--- src/rtl/display_timings.sv ---
// Display timing generator: free-running pixel/line counters with sync, data
// enable and line/frame strobes, all registered together so every output
// describes the same (sx, sy) in the same cycle.
module display_timings #(
    parameter int unsigned CORDW  = 10,
    parameter int unsigned FCW    = 16,
    parameter int unsigned H_RES  = 640,
    parameter int unsigned H_FP   = 16,
    parameter int unsigned H_SYNC = 96,
    parameter int unsigned H_BP   = 48,
    parameter int unsigned V_RES  = 480,
    parameter int unsigned V_FP   = 10,
    parameter int unsigned V_SYNC = 2,
    parameter int unsigned V_BP   = 33,
    parameter int unsigned H_POL  = 0,
    parameter int unsigned V_POL  = 0
) (
    input  logic             clk_pix,
    input  logic             rst_pix_n,
    output logic [CORDW-1:0] sx,
    output logic [CORDW-1:0] sy,
    output logic             hsync,
    output logic             vsync,
    output logic             de,
    output logic             line,
    output logic             frame,
    output logic [FCW-1:0]   frame_cnt
);

    localparam int unsigned H_TOTAL = H_RES + H_FP + H_SYNC + H_BP;
    localparam int unsigned V_TOTAL = V_RES + V_FP + V_SYNC + V_BP;

    localparam logic [CORDW-1:0] L_H_MAX    = CORDW'(H_TOTAL - 1);
    localparam logic [CORDW-1:0] L_V_MAX    = CORDW'(V_TOTAL - 1);
    localparam logic [CORDW-1:0] L_H_RES    = CORDW'(H_RES);
    localparam logic [CORDW-1:0] L_V_RES    = CORDW'(V_RES);
    localparam logic [CORDW-1:0] L_HS_START = CORDW'(H_RES + H_FP);
    localparam logic [CORDW-1:0] L_HS_END   = CORDW'(H_RES + H_FP + H_SYNC - 1);
    localparam logic [CORDW-1:0] L_VS_START = CORDW'(V_RES + V_FP);
    localparam logic [CORDW-1:0] L_VS_END   = CORDW'(V_RES + V_FP + V_SYNC - 1);
    localparam logic [CORDW-1:0] L_C_ONE    = CORDW'(1);
    localparam logic [FCW-1:0]   L_F_ONE    = FCW'(1);
    localparam logic             L_HPOL     = (H_POL != 0);
    localparam logic             L_VPOL     = (V_POL != 0);

    // Counters must be able to hold the last position of a line and a frame.
    if ((longint'(H_TOTAL) - 1) >= (longint'(1) << CORDW)) begin : g_bad_h_total
        $error("display_timings: H_TOTAL-1 does not fit in CORDW bits");
    end
    if ((longint'(V_TOTAL) - 1) >= (longint'(1) << CORDW)) begin : g_bad_v_total
        $error("display_timings: V_TOTAL-1 does not fit in CORDW bits");
    end

    logic [CORDW-1:0] r_sx, r_sy;
    logic             r_hsync, r_vsync, r_de, r_line, r_frame;
    logic [FCW-1:0]   r_fcnt;

    logic [CORDW-1:0] w_sx_next, w_sy_next;
    logic             w_hsync_next, w_vsync_next, w_de_next, w_line_next, w_frame_next;
    logic [FCW-1:0]   w_fcnt_next;

    // Next position, then every other output decoded from that next position so
    // the registered outputs line up with the registered coordinates.
    always_comb begin
        w_sx_next = r_sx + L_C_ONE;
        w_sy_next = r_sy;
        if (r_sx == L_H_MAX) begin
            w_sx_next = '0;
            if (r_sy == L_V_MAX) begin
                w_sy_next = '0;
            end else begin
                w_sy_next = r_sy + L_C_ONE;
            end
        end

        w_de_next    = (w_sx_next < L_H_RES) && (w_sy_next < L_V_RES);
        w_hsync_next = ((w_sx_next >= L_HS_START) && (w_sx_next <= L_HS_END)) ? L_HPOL : ~L_HPOL;
        w_vsync_next = ((w_sy_next >= L_VS_START) && (w_sy_next <= L_VS_END)) ? L_VPOL : ~L_VPOL;
        w_line_next  = (w_sx_next == '0);
        w_frame_next = w_line_next && (w_sy_next == '0);
        // Counter rests at all ones so the first frame after reset reads zero.
        w_fcnt_next  = w_frame_next ? (r_fcnt + L_F_ONE) : r_fcnt;
    end

    // Output registers; reset parks on the last pixel so release starts at (0,0).
    always_ff @(posedge clk_pix or negedge rst_pix_n) begin
        if (!rst_pix_n) begin
            r_sx    <= L_H_MAX;
            r_sy    <= L_V_MAX;
            r_hsync <= ~L_HPOL;
            r_vsync <= ~L_VPOL;
            r_de    <= 1'b0;
            r_line  <= 1'b0;
            r_frame <= 1'b0;
            r_fcnt  <= '1;
        end else begin
            r_sx    <= w_sx_next;
            r_sy    <= w_sy_next;
            r_hsync <= w_hsync_next;
            r_vsync <= w_vsync_next;
            r_de    <= w_de_next;
            r_line  <= w_line_next;
            r_frame <= w_frame_next;
            r_fcnt  <= w_fcnt_next;
        end
    end

    assign sx        = r_sx;
    assign sy        = r_sy;
    assign hsync     = r_hsync;
    assign vsync     = r_vsync;
    assign de        = r_de;
    assign line      = r_line;
    assign frame     = r_frame;
    assign frame_cnt = r_fcnt;

endmodule

--- config.mk ---
export PLATFORM = sky130hd
export DESIGN_NAME = display_timings
export DESIGN_NICKNAME = d
export VERILOG_FILES = /design/src/rtl/display_timings.sv
export SDC_FILE = /design/constraint.sdc
export NUM_CORES = 1
export LEC_CHECK = 0
export ABC_AREA = 1
export CAP_MARGIN = 0
export CORE_MARGIN = 2
export CORE_UTILIZATION = 48
export DETAILED_ROUTE_END_ITERATION = 8
export GPL_TIMING_DRIVEN = 1
export HOLD_SLACK_MARGIN = 0.1
export PLACE_DENSITY = 0.76
export SLEW_MARGIN = 10
export SYNTH_ARGS = -nofsm -noshare
export SYNTH_HDL_FRONTEND = slang
export SYNTH_SLANG_ARGS = --single-unit
export TNS_END_PERCENT = 50
--- constraint.sdc ---
create_clock -name clk_pix -period 2.4 [get_ports clk_pix]
set_clock_uncertainty 0.2 [all_clocks]
set_input_delay 0.6 -clock clk_pix [delete_from_list [all_inputs] [get_ports clk_pix]]
set_output_delay 0.6 -clock clk_pix [all_outputs]
set_load 0.02 [all_outputs]
==> results.toml <==
[setup_path]
cpPeakStageDelay_ns = 0.63
worst-setup-path-type = "reg -> out"
rr_startpoint = "sx[1]"
cp_num_buf_inv = 1
critPathSlowestCell = "clkdlybuf4s50_1"
endpoint_kind = "output pin"
crit_chain = "clkdlybuf4s50_1"
cp-start-kind = "flip-flop"
path_delay_family = "buffers and inverters"
worstSetupStartpoint = "sx[2]"
worst-endpoint-required_ns = 1.60
cp_data_arrival_time_ns = 1.55
cp_max_fo = 7

[final_layout]
layout_common_cells = "nand2_1 (108), inv_1 (49), clkdlybuf4s50_1 (38)"
multi_input_area_sq_um = 1435
ff_latch_area_sq_um = 1061
nets = 427
drive_above_1_share_pct = 23.99
fillers = 423
fin_util_pct = 68.19
final_common_cell = "nand2_1"
area_growth_pct = 34.94
diodes = 0

[synthesis]
synth.net_count = 360
synth_seq_cells = 41
seq_area_frac_synth_pct = 40.59
synth_area_sq_um = 2614
syn_inst = 353
ys_warn_count = 0
ys_types = 31
synth_area_per_cell_sq_um = 7.404

[sta]
tightest_slew_ns = 0.6021
max_slew_margin_pct = 59.86
max_freq_ghz = 0.4254
setup_violations = 0
hold_violations = 0
post-route-period-util_pct = 97.95
fin_ws_ns = 0.04928
period_minus_slack_ns = 2.351
whs_ns = 0.09685
rsz0062_at_grt = "yes"
tns_ns = 0
finalMaxSlewViolations = 0

[routing]
vias_per_cell = 5.183
wl_per_cell_um = 13.17
drtAntennaViolNets = 0
drt_pass1_iterations = 4
route.met2.wl_mm = 3.021
drc = 0
wl_met3_um = 338
drt_wl_total_mm = 6.466
m1WireLength_mm = 2.951
drtIter0Drc = 140
num_vias = 2545
topRoutingLayerUsed = "met4"

[global_route]
gr-total-overflow = 0
grt_max_degree = 28
grt_pass1_vias = 2405
antenna_found_initial = 0
grt_first_pass_wirelength_mm = 11.01
grt_usage_pct = 22.63

[placed_design]
dp_slack_ns = -0.03925
port_buffers = 42
hpwl_mm = 4.541
routabilityCongestion = 0.9185

[floorplanning]
io_pins = 43
die_y_um = 77.79
num_rows = 26
die_area_sq_um = 6051
start_util_pct = 50.53
die_w_um = 77.79
core_sq_um = 5172

[clocking]
htree_num_levels = 2
cts.sink_count = 41
ctsRootBufferMaster = "clkbuf_8"
ctsHoldBuffers = 0
clock_latency_ns = 0.30
cts_made_buffers = 5
cts_tree = "yes"
clk_pin_slew_worst_paths_ns = 0.09
clockBufferDepth = 2

[power]
p_per_area_nw_per_um2 = 362.5
power_leakage_uw = 0.001758
peakVddDrop_mv = 0.2482
power_uw = 1279

[flow_run]
cap_viol_max_count = 0

[outcome]
status = "finished, final reports clean"

[worst_hold_path]
hold_class = "in -> async"
[cells by family (layout without fill, tap and decap cells)]
| logic type | count (synthesis) | after routing | synth area share (%) |
|---|---|---|---|
| flip-flops | 41 | 41 | 40.59 |
| AND/OR/NAND/NOR | 226 | 227 | 40.69 |
| AO/OA/AOI/OAI | 8 | 8 | 1.819 |
| XOR/XNOR | 16 | 16 | 5.362 |
| adder cells (fa/ha/maj) | 5 | 5 | 2.393 |
| buffers and inverters | 57 | 124 | 9.143 |
[per-layer routing]
metal  vias to the layer above  GRT usage, %
met5                         -             0
met1                      1188         30.76
met2                        81         36.21
met3                        14         3.605
li1                       1262             -
met4                         0         8.571
[report_power, final]
part / switching (uW) / internal [uW]
Combinational: 13.1 / 2.67
Clock: 259 / 311
Sequential: 0 / 693
[Yosys cell counts (all sizes together)]
cell type / n / area share, %
a21oi: 2 / 0.38
a31oi: 1 / 0.24
and3: 1 / 0.29
buf: 5 / 1.7
clkbuf: 1 / 0.14
clkinv: 1 / 0.14
dfrtp: 13 / 12
dfstp: 28 / 28
ha: 5 / 2.4
inv: 50 / 7.2
nand2: 126 / 19
nand3: 24 / 4.6
nand3b: 1 / 0.29
nand4: 29 / 8.0
nor2: 35 / 6.8
nor3: 9 / 1.7
nor4: 1 / 0.24
o21ai: 4 / 0.91
o21bai: 1 / 0.29
xnor2: 8 / 2.7
xor2: 8 / 2.7
[worst paths after layout]
| kind | end | depth (start not counted) | slack, ns |
|---|---|---|---|
| min in group clk_pix | frame_cnt[14] | 2 | 0.29 |
| worst max-delay path | sx[2] | 1 | 0.05 |
| worst min register to register | frame_cnt[14] | 2 | 0.29 |
| max in group asynchronous | frame_cnt[15] | 2 | 1.25 |
| worst min-delay path | sy[6] | 1 | 0.1 |
| worst max register to register | frame_cnt[15] | 13 | 0.08 |
[cell type report]
type / count / area share [%]
Sequential cell: 41 / 30.08
Clock inverter: 3 / 1.313
Clock buffer: 5 / 1.951
Tap cell: 70 / 2.483
Timing Repair Buffer: 65 / 18.06
Inverter: 51 / 5.427
Multi-Input combinational cell: 256 / 40.69
[flip-flops by register name, summed over array words and instances, names as in the netlist]
register   count
sy            10
vsync          1
hsync          1
de             1
frame_cnt     16
line           1
sx            10
frame          1
[metrics by stage]
stage                     area [sq um]  std cells
after floorplan                   2614        353
after global routing              3527        491
final                             3527        491
after CTS                         3433        490
after global placement            3257        479
after detailed placement          3257        479
[what timing repair did]
item	in CTS	in global routing
endpoints found under the hold margin	0	0
pin swaps	4	9
setup buffers	1	1
gates cloned	2	0
gates resized for setup	9	26
endpoints found under the setup margin	17	18
(Power assumes the default switching activity.)
